<file path="src/rtl/uart_tx_fifo_drain_pkg.sv">
// ---------------------------------------------------------------------------
// uart_tx_fifo_drain_pkg
//   Shared UART definitions: frame state encoding and the default bit period.
//   Imported by the TX drain block and its bit timer, and intended to be
//   reused by the matching RX block.
// ---------------------------------------------------------------------------
package uart_tx_fifo_drain_pkg;

    // 50 MHz / 115200 baud
    localparam int unsigned DEFAULT_CLKS_PER_BIT = 434;

    // ST_PARITY is only reachable when parity is compiled in.
    typedef enum logic [2:0] {
        ST_IDLE   = 3'd0,
        ST_START  = 3'd1,
        ST_DATA   = 3'd2,
        ST_PARITY = 3'd3,
        ST_STOP   = 3'd4
    } uart_state_e;

endpackage : uart_tx_fifo_drain_pkg

</file>
<file path="src/rtl/uart_tx_fifo_drain_bit_timer.sv">
// ---------------------------------------------------------------------------
// uart_bit_timer
//   Bit-period counter shared by the UART TX and RX blocks. Counts
//   0..CLKS_PER_BIT-1 and wraps to 0 on every bit boundary; never exceeds
//   CLKS_PER_BIT-1.
//
// Ports:
//   clk        in   system clock, posedge
//   reset      in   synchronous, active-high reset
//   clear_i    in   hold the counter at 0 (used while the line is idle)
//   bit_end_o  out  high on the last clock of the current bit period
// ---------------------------------------------------------------------------
module uart_bit_timer
    import uart_tx_fifo_drain_pkg::*;
#(
    parameter int unsigned CLKS_PER_BIT = DEFAULT_CLKS_PER_BIT,
    parameter int unsigned CNT_W        = 16
) (
    input  logic clk,
    input  logic reset,
    input  logic clear_i,
    output logic bit_end_o
);

    logic [CNT_W-1:0] cnt_q;
    logic [CNT_W-1:0] cnt_d;

    assign bit_end_o = (cnt_q == CNT_W'(CLKS_PER_BIT - 1));

    always_comb begin
        cnt_d = cnt_q + CNT_W'(1);
        if (clear_i || bit_end_o) begin
            cnt_d = '0;
        end
    end

    // NOTE: registers are updated with non-blocking assignments so every
    // flop samples the pre-edge value of every other flop.
    always_ff @(posedge clk) begin
        if (reset) begin
            cnt_q <= '0;
        end else begin
            cnt_q <= cnt_d;
        end
    end

endmodule : uart_bit_timer

</file>
<file path="src/rtl/uart_tx_fifo_drain.sv">
// ---------------------------------------------------------------------------
// uart_tx_fifo_drain
//   8N1 UART transmitter sitting directly behind the TX byte FIFO. Whenever
//   the FIFO is non-empty and the line is idle it pops one byte and sends it
//   LSB first. Carries its own bit-period timer, no external baud tick.
//
// Configuration macro:
//   UART_TX_PARITY_EN  when defined, a parity bit (even, or odd when
//                      PARITY_ODD=1) is sent between the data and stop bits.
//
// Ports:
//   clk           in   system clock, posedge
//   reset         in   synchronous, active-high reset
//   fifo_empty    in   FIFO empty flag
//   fifo_r_data   in   FIFO head word, valid while fifo_empty=0
//   fifo_rd       out  pop strobe, combinational, one cycle per byte
//   tx            out  serial line, registered, idle high
//   tx_busy       out  registered, high while a frame is in progress
//   tx_done_tick  out  pulse on the final clock of the last stop bit
// ---------------------------------------------------------------------------
module uart_tx_fifo_drain
    import uart_tx_fifo_drain_pkg::*;
#(
    parameter int unsigned DBIT         = 8,
    parameter int unsigned CLKS_PER_BIT = DEFAULT_CLKS_PER_BIT,
    parameter int unsigned CNT_W        = 16,
    parameter int unsigned STOP_BITS    = 1,
    parameter int unsigned PARITY_ODD   = 0
) (
    input  logic            clk,
    input  logic            reset,
    input  logic            fifo_empty,
    input  logic [DBIT-1:0] fifo_r_data,
    output logic            fifo_rd,
    output logic            tx,
    output logic            tx_busy,
    output logic            tx_done_tick
);

    // Wide enough for data-bit index and stop-bit index.
    localparam int unsigned IDX_W = $clog2(DBIT) + 1;

    uart_state_e      state_q, state_d;
    logic [DBIT-1:0]  shift_q, shift_d;
    logic [IDX_W-1:0] idx_q,   idx_d;
    logic             tx_q,    tx_d;
    logic             busy_q,  busy_d;
    logic             bit_end;
`ifdef UART_TX_PARITY_EN
    logic             parity_q, parity_d;
`endif

    // Counter sits at 0 throughout IDLE, so the start bit gets a full period.
    uart_bit_timer #(
        .CLKS_PER_BIT (CLKS_PER_BIT),
        .CNT_W        (CNT_W)
    ) u_bit_timer (
        .clk       (clk),
        .reset     (reset),
        .clear_i   (state_q == ST_IDLE),
        .bit_end_o (bit_end)
    );

    // NOTE: every signal driven here gets a default first, so no path leaves
    // a value unassigned and no latch is inferred.
    always_comb begin
        state_d      = state_q;
        shift_d      = shift_q;
        idx_d        = idx_q;
        tx_d         = tx_q;
        busy_d       = busy_q;
        fifo_rd      = 1'b0;
        tx_done_tick = 1'b0;
`ifdef UART_TX_PARITY_EN
        parity_d     = parity_q;
`endif

        unique case (state_q)
            ST_IDLE: begin
                // Pop and load on the same edge; start bit appears next cycle.
                if (!fifo_empty && !reset) begin
                    fifo_rd = 1'b1;
                    shift_d = fifo_r_data;
                    state_d = ST_START;
                    tx_d    = 1'b0;
                    busy_d  = 1'b1;
`ifdef UART_TX_PARITY_EN
                    parity_d = (^fifo_r_data) ^ 1'(PARITY_ODD);
`endif
                end
            end

            ST_START: begin
                if (bit_end) begin
                    tx_d    = shift_q[0];
                    state_d = ST_DATA;
                    idx_d   = '0;
                end
            end

            ST_DATA: begin
                if (bit_end) begin
                    if (idx_q == IDX_W'(DBIT - 1)) begin
`ifdef UART_TX_PARITY_EN
                        state_d = ST_PARITY;
                        tx_d    = parity_q;
`else
                        state_d = ST_STOP;
                        tx_d    = 1'b1;
                        idx_d   = '0;
`endif
                    end else begin
                        // Next bit to show is the one that shifts into [0].
                        shift_d = shift_q >> 1;
                        tx_d    = shift_q[1];
                        idx_d   = idx_q + IDX_W'(1);
                    end
                end
            end

`ifdef UART_TX_PARITY_EN
            ST_PARITY: begin
                if (bit_end) begin
                    state_d = ST_STOP;
                    tx_d    = 1'b1;
                    idx_d   = '0;
                end
            end
`endif

            ST_STOP: begin
                if (bit_end) begin
                    // idx counts stop bits here.
                    if (idx_q == IDX_W'(STOP_BITS - 1)) begin
                        tx_done_tick = !reset;
                        state_d      = ST_IDLE;
                        busy_d       = 1'b0;
                        idx_d        = '0;
                    end else begin
                        idx_d = idx_q + IDX_W'(1);
                    end
                end
            end

            default: begin
                state_d = ST_IDLE;
                tx_d    = 1'b1;
                busy_d  = 1'b0;
                idx_d   = '0;
            end
        endcase
    end

    always_ff @(posedge clk) begin
        if (reset) begin
            state_q  <= ST_IDLE;
            // NOTE: the shift register is reset as well, so its contents are
            // deterministic even though they are reloaded on every pop.
            shift_q  <= '0;
            idx_q    <= '0;
            tx_q     <= 1'b1;
            busy_q   <= 1'b0;
`ifdef UART_TX_PARITY_EN
            parity_q <= 1'b0;
`endif
        end else begin
            state_q  <= state_d;
            shift_q  <= shift_d;
            idx_q    <= idx_d;
            tx_q     <= tx_d;
            busy_q   <= busy_d;
`ifdef UART_TX_PARITY_EN
            parity_q <= parity_d;
`endif
        end
    end

    assign tx      = tx_q;
    assign tx_busy = busy_q;

endmodule : uart_tx_fifo_drain
</file>
<file path="config.mk">
export PLATFORM = sky130hd
export DESIGN_NAME = uart_tx_fifo_drain
export DESIGN_NICKNAME = d
export VERILOG_FILES = /design/src/rtl/uart_tx_fifo_drain_pkg.sv /design/src/rtl/uart_tx_fifo_drain_bit_timer.sv /design/src/rtl/uart_tx_fifo_drain.sv
export SDC_FILE = /design/constraint.sdc
export NUM_CORES = 1
export LEC_CHECK = 0
export BUFFER_PORTS_ARGS = -buffer_cell sky130_fd_sc_hd__buf_4
export CORE_UTILIZATION = 31
export CTS_BUF_LIST = sky130_fd_sc_hd__clkbuf_16
export CTS_CLUSTER_DIAMETER = 100
export DETAILED_ROUTE_END_ITERATION = 8
export GPL_TIMING_DRIVEN = 1
export HOLD_SLACK_MARGIN = 0.08
export PLACE_DENSITY = 0.5
export SETUP_SLACK_MARGIN = 0.15
export SYNTH_ARGS = -nofsm -noshare
export SYNTH_HDL_FRONTEND = slang
export SYNTH_SLANG_ARGS = --single-unit
</file>
<file path="constraint.sdc">
create_clock -name clk -period 3.6 [get_ports clk]
set_input_delay 0.54 -clock clk [delete_from_list [all_inputs] [get_ports clk]]
set_output_delay 0.54 -clock clk [all_outputs]
set_load 0.1 [all_outputs]
</file>
==> impl_metrics.tcl, run 1 <==
set metrics [dict create \
    synth_seq_cells 33 \
    cts_buffer_depth 2 \
    syn_inst 210 \
    cts_resized 0 \
    layout-drive-gt1-share_pct 15.4 \
    synth_top_family_by_area "simple AND/OR/NAND/NOR gates" \
    crit_path_start_kind "register" \
    period_share_pct 74.6 \
    layout_commonest_cell "dfxtp_1" \
    cts_sinks 33 \
    worst_slew_pin_slew_ns 0.707 \
    grt.total_usage_pct 13.2 \
    portBuffers 14 \
    post-cts-setup-buffers 0 \
    whs_ns 0.473 \
    core_region_area_sq_mm 0.00557 \
    area_growth_pct 15.1 \
    hold_viol_final 0 \
    start_util_pct 32.7 \
    clk_latency_ns 0.27 \
    cpPeakStageDelay_ns 0.54 \
    dr_total_vias 1490 \
    synth_area_sq_mm 0.00183 \
    slew_violations 0 \
    die_y_um 78.7 \
    critPathCaptureType "output port" \
    p_leak_nw 0.838 \
    power_switching_share_pct 26.6 \
    final_nets 236 \
    grt_pass1_wl_um 6500 \
    drt_iter0_markers 94 \
    drc 0 \
    setup_viol 0 \
    tns_ns 0 \
    synth-simple-area-share_pct 28.7 \
    hold_path.class "reg2reg" \
    first_pass_iters 4 \
    post-route-worst-setup-slack_ns 0.913 \
    htreeDepth 2 \
    holdBufCountCts 0 \
    die_w_um 78.7 \
    p_sw_w 0.000246 \
    clock-root-buffer "clkbuf_16" \
    synth_compound_area_share_pct 15.0 \
    drv_cap 0 \
    antenna_found_initial 0 \
    combPwrFrac_pct 14.8 \
    wl_per_cell_um 12.7 \
    rsz0062_at_grt "false" \
    p_int_w 0.000679 \
    synth_xor_area_share_pct 7.68 \
    viasPerCell 5.09 \
    ys_types 47 \
    period_minus_slack_ns 2.69 \
    ant_nets 0 \
    critPathTopFamily "simple AND/OR/NAND/NOR gates" \
    required_ns 3.06 \
    path_cells "inv_1 > ha_1 > nor3b_1 > nand2_1 > nor4b_2 > buf_4" \
    grt-ovfl-total 0 \
    ir_drop_v 0.000238 \
    status "finished clean" \
    gp_congestion 0.747 \
    routed_wl_um 3730 \
    grt_use_met2_pct 20.2 \
    met3_usage_pct 3.10 \
    diodes 0 \
    tritoncts "done" \
    path_class "reg2out" \
    numCtsBuffers 5 \
    top_usage_layer "met2" \
    p_per_area_mw_per_mm2 440 \
    fmax_mhz 372 \
    place_ws_ns 1.20 \
    synthMuxAreaShare_pct 4.39 \
    yosys.area_share.adder_pct 2.74 \
    critPathMaxFanout 6 \
    pin_count 15 \
    avgSynthCellArea_sq_um 8.69 \
    grt_use_met1_pct 18.0 \
    yosysWarnings 0 \
    power_frac_clock_pct 42.1 \
    grt_max_degree 22 \
    hpwl_um 2660 \
    path_buf_inv 2 \
    clkSlewWorstSetupHoldPaths_ns 0.05 \
    synth_seq_area_share_pct 36.2 \
    max-slew-margin-rel_pct 52.7 \
    die-area_sq_mm 0.00620 \
    grt_pass1_vias 1428 \
    synth_nets 225 \
    slowest_stage "nor3b_1" \
    skew_ns 0.00586 \
    worst_ep_arrival_time_ns 2.15 \
    pwr-share-seq_pct 43.2 \
    layout_common_cells "dfxtp_1 (33), nor2_1 (29), buf_4 (16)" \
    finalPower_w 0.000924 \
    num_rows 27 \
]
## layer usage
| metal | vias to the layer above | routed length [um] |
|---|---|---|
| met5 | - | 0 |
| met4 | 0 | 33 |
| met3 | 5 | 123 |
| met2 | 19 | 1600 |
| met1 | 693 | 1970 |
| li1 | 773 | - |
## cells in the mapped netlist, drive strengths merged
cell type  instances  share of area, %
nor4b              3               1.4
nand4b             1              0.48
a31o               1              0.48
a32oi              1              0.48
dfxtp             33                36
o221a              1              0.62
and3b              1              0.48
a21o               2              0.82
o32a               1              0.55
o31ai              1              0.41
ha                 4               2.7
a21oi              9               2.5
nand4              3               1.0
o31a               1              0.48
clkbuf             8               1.6
or4b               1              0.55
and4b              3               1.6
or3b               1              0.48
nor2              32               7.0
nor3b              2              0.82
and4               5               2.4
mux2i              8               4.4
o21ai              7               1.9
and3               3               1.0
buf                4               2.4
nor4               4               1.7
o22ai              1              0.34
o211a              1              0.55
o211ai             3               1.2
nand3             10               2.7
a211oi             7               3.7
nand2             11               2.3
or2                2              0.69
xor2              11               5.3
xnor2              5               2.4
inv                6               1.2
nor3               5               1.4
nor2b              3               1.0
nor4bb             1              0.55
nand2b             3               1.0
o22a               1              0.96
## final timing paths
kind / startpoint / to / slack [ns] / cells past startpoint
hold reg to reg: shift_q[7]$_SDFFE_PP0P_ / shift_q[7]$_SDFFE_PP0P_ / 0.47 / 2
hold / removal: shift_q[7]$_SDFFE_PP0P_ / shift_q[7]$_SDFFE_PP0P_ / 0.47 / 2
setup / recovery: idx_q[1]$_SDFFE_PP0P_ / tx_done_tick / 0.91 / 6
setup reg to reg: state_q[1]$_SDFFE_PP0P_ / idx_q[3]$_SDFFE_PP0P_ / 1.31 / 5
## flip-flops by register name, summed over array words and instances (netlist names)
name / cells
tx: 1
idx_q: 4
tx_busy: 1
shift_q: 8
state_q: 3
u_bit_timer.cnt_q: 16
## stage by stage
| stage | area (sq um) | std cells | utilization, % |
|---|---|---|---|
| 2_1_floorplan | 1830 | 210 | - |
| 3_3_place_gp | 1970 | 286 | 35.3 |
| 3_5_place_dp | 1970 | 286 | 35.3 |
| 4_1_cts | 2100 | 293 | 37.7 |
| 5_1_grt | 2100 | 293 | 37.7 |
| 6_report | 2100 | 293 | 37.7 |
## layout make-up
class                   instances  area (sq um)
clock buffers                   5           125
clock inverters                 2          7.51
fillers                       583          3470
inverters                       6          22.5
multi-input cells             159          1070
flip-flops and latches         33           661
well taps                      72          90.1
repair buffers                 16           120
## cells by family after synthesis
group / count (synthesis)
DFF: 33
adders and majority gates: 4
buffers and inverters: 18
muxes: 8
and+or+nand+nor: 94
AOI/OAI and AO/OA: 37
xor gates and xnor gates: 16
## worst min-delay path, delay by kind of cell, from the launching register on
kind,cells,cell delay (ns)
simple gates,1,0.06
compound gates,1,0.05
flops,1,0.31
## power groups by stage
stage          logic (W)  registers, W  clock network, W
6_report        0.000136      0.000399          0.000389
5_1_grt         0.000149      0.000402          0.000416
4_1_cts         0.000138      0.000399          0.000403
3_5_place_dp    0.000138      0.000406                 0
3_3_place_gp    0.000139      0.000406                 0
2_1_floorplan  0.0000902      0.000423                 0
Power figures use the tool's default switching activity.
==> run 2: changes to the inputs <==
--- a/config.mk
+++ b/config.mk
@@ -12,7 +12,7 @@
 export DETAILED_ROUTE_END_ITERATION = 8
 export GPL_TIMING_DRIVEN = 1
 export HOLD_SLACK_MARGIN = 0.08
-export PLACE_DENSITY = 0.5
+export PLACE_DENSITY = 0.52
 export SETUP_SLACK_MARGIN = 0.15
 export SYNTH_ARGS = -nofsm -noshare
 export SYNTH_HDL_FRONTEND = slang
==> constraint.sdc (replaced) <==
create_clock -name clk -period 2.43 [get_ports clk]
set_input_delay 0.3645 -clock clk [delete_from_list [all_inputs] [get_ports clk]]
set_output_delay 0.3645 -clock clk [all_outputs]
set_load 0.1 [all_outputs]
==> impl_metrics.tcl, run 2 (synthesis results as in run 1) <==
set metrics [dict create \
    critPathCaptureType "output port" \
    grt_pass1_wl_um 6840 \
    first_pass_iters 6 \
    multi_input_area_sq_mm 0.00116 \
    die_y_um 78.7 \
    tns_ns 0 \
    grt_pass1_vias 1447 \
    ant_nets 0 \
    max-slew-margin-rel_pct 71.3 \
    numCtsBuffers 5 \
    hold_viol_final 0 \
    slowest_stage "dfxtp_4" \
    r2r_start "idx_q[0]$_SDFFE_PP0P_" \
    whs_ns 0.371 \
    diodes 0 \
    hpwl_um 2790 \
    start_util_pct 32.7 \
    viasPerCell 5.03 \
    largest_reg_flops 16 \
    layout-drive-gt1-share_pct 25.8 \
    final_nets 243 \
    p_leak_nw 0.903 \
    portBuffers 14 \
    fmax_mhz 452 \
    regMostFlops "u_bit_timer.cnt_q" \
    grt_max_degree 22 \
    drc 0 \
    grt-ovfl-total 0 \
    hold_path.class "in2reg" \
    rsz0062_at_grt "true" \
    skew_ns 0.00610 \
    path_buf_inv 1 \
    cts_sinks 33 \
    pin_count 15 \
    wl_per_cell_um 13.1 \
    num_rows 27 \
    place_ws_ns 0.404 \
    critPathMaxFanout 5 \
    required_ns 2.07 \
    path_cells "ha_4 > and4b_1 > and4_4 > nand2_4 > nor4b_4 > buf_6" \
    hold_start "fifo_r_data[7]" \
    slew_violations 0 \
    status "finished clean" \
    ir_drop_v 0.000261 \
    holdBufCountCts 0 \
    critPathTopFamily "simple AND/OR/NAND/NOR gates" \
    grt_use_met1_pct 19.2 \
    gp_congestion 0.730 \
    grt.total_usage_pct 14.1 \
    worst_ep_arrival_time_ns 1.85 \
    cpPeakStageDelay_ns 0.37 \
    clk_latency_ns 0.28 \
    clock-root-buffer "clkbuf_16" \
    regArea_sq_um 673 \
    nFillCells 565 \
    post-route-worst-setup-slack_ns 0.216 \
    tritoncts "done" \
    die_w_um 78.7 \
    reg.largest.list "u_bit_timer.cnt_q x16, shift_q x8, idx_q x4" \
    grt_use_met2_pct 21.3 \
    htreeDepth 2 \
    top_usage_layer "met2" \
    clkSlewWorstSetupHoldPaths_ns 0.06 \
    drt_iter0_markers 65 \
    period_minus_slack_ns 2.21 \
    layout_common_cells "nor2_1 (29), dfxtp_1 (27), buf_4 (22)" \
    area_growth_pct 24.1 \
    drv_cap 0 \
    setup_viol 0 \
    die-area_sq_mm 0.00620 \
    layout_commonest_cell "nor2_1" \
    core_region_area_sq_mm 0.00557 \
    routed_wl_um 3940 \
    crit_path_start_kind "register" \
    cts_buffer_depth 2 \
    cp-startpoint "u_bit_timer.cnt_q[0]$_SDFF_PP0_" \
    met3_usage_pct 3.45 \
    path_class "reg2out" \
    antenna_found_initial 0 \
    p_per_area_mw_per_mm2 628 \
    worst_slew_pin_slew_ns 0.428 \
    dr_total_vias 1513 \
    period_share_pct 91.1 \
]
==> run 2: timing repair <==
item                                    in CTS  in global routing
pin swaps                                    0                  3
buffers inserted                             0                  2
endpoints found under the setup margin       1                  1
resized for setup                            2                 16
==> run 2: final timing paths <==
kind	cells after the start	slack, ns	endpoint
worst min register to register	1	0.47	u_bit_timer.cnt_q[0]$_SDFF_PP0_
worst max register to register	8	0.39	idx_q[3]$_SDFFE_PP0P_
worst min-delay path	3	0.37	shift_q[7]$_SDFFE_PP0P_
worst max-delay path	6	0.22	tx_done_tick
==> run 2: final cells by class <==
| cell class | count | area share, % |
|---|---|---|
| clock buffers | 5 | 5.52 |
| multi-input cells | 159 | 51.2 |
| repair buffers | 23 | 7.79 |
| well taps | 72 | 3.98 |
| clock inverters | 3 | 0.773 |
| flip-flops and latches | 33 | 29.7 |
| inverters | 6 | 0.994 |
==> run 2: worst reg2reg max path, stage by stage (launching register included) <==
cell	delay (ns)
dfxtp_1	0.41
inv_1	0.07
ha_1	0.20
nor3b_4	0.17
buf_4	0.15
o32a_1	0.41
nor4_2	0.29
a21o_1	0.13
o221a_2	0.17
==> run 2: metrics by stage <==
step                      utilization, %  total power [W]  std cells  instance area [sq um]
after floorplan                        -         0.000765        210                   1860
after global placement              36.5         0.000816        291                   2040
after detailed placement            36.5         0.000814        291                   2040
after CTS                           39.3          0.00143        299                   2190
after global routing                40.6          0.00148        301                   2260
final                               40.6          0.00142        301                   2260
==> run 2: power breakdown <==
part | internal, W | switching [W] | total, W
registers | 0.000565 | 0.0000209 | 0.000586
clock network | 0.000375 | 0.000241 | 0.000617
logic | 0.0000818 | 0.000137 | 0.000219
total | 0.00102 | 0.000399 | 0.00142
==> run 2: routing by layer <==
layer	vias to the layer above	share of wire (%)
met4	0	1.5
li1	789	-
met1	700	51
met3	7	2.6
met5	-	0
met2	17	45
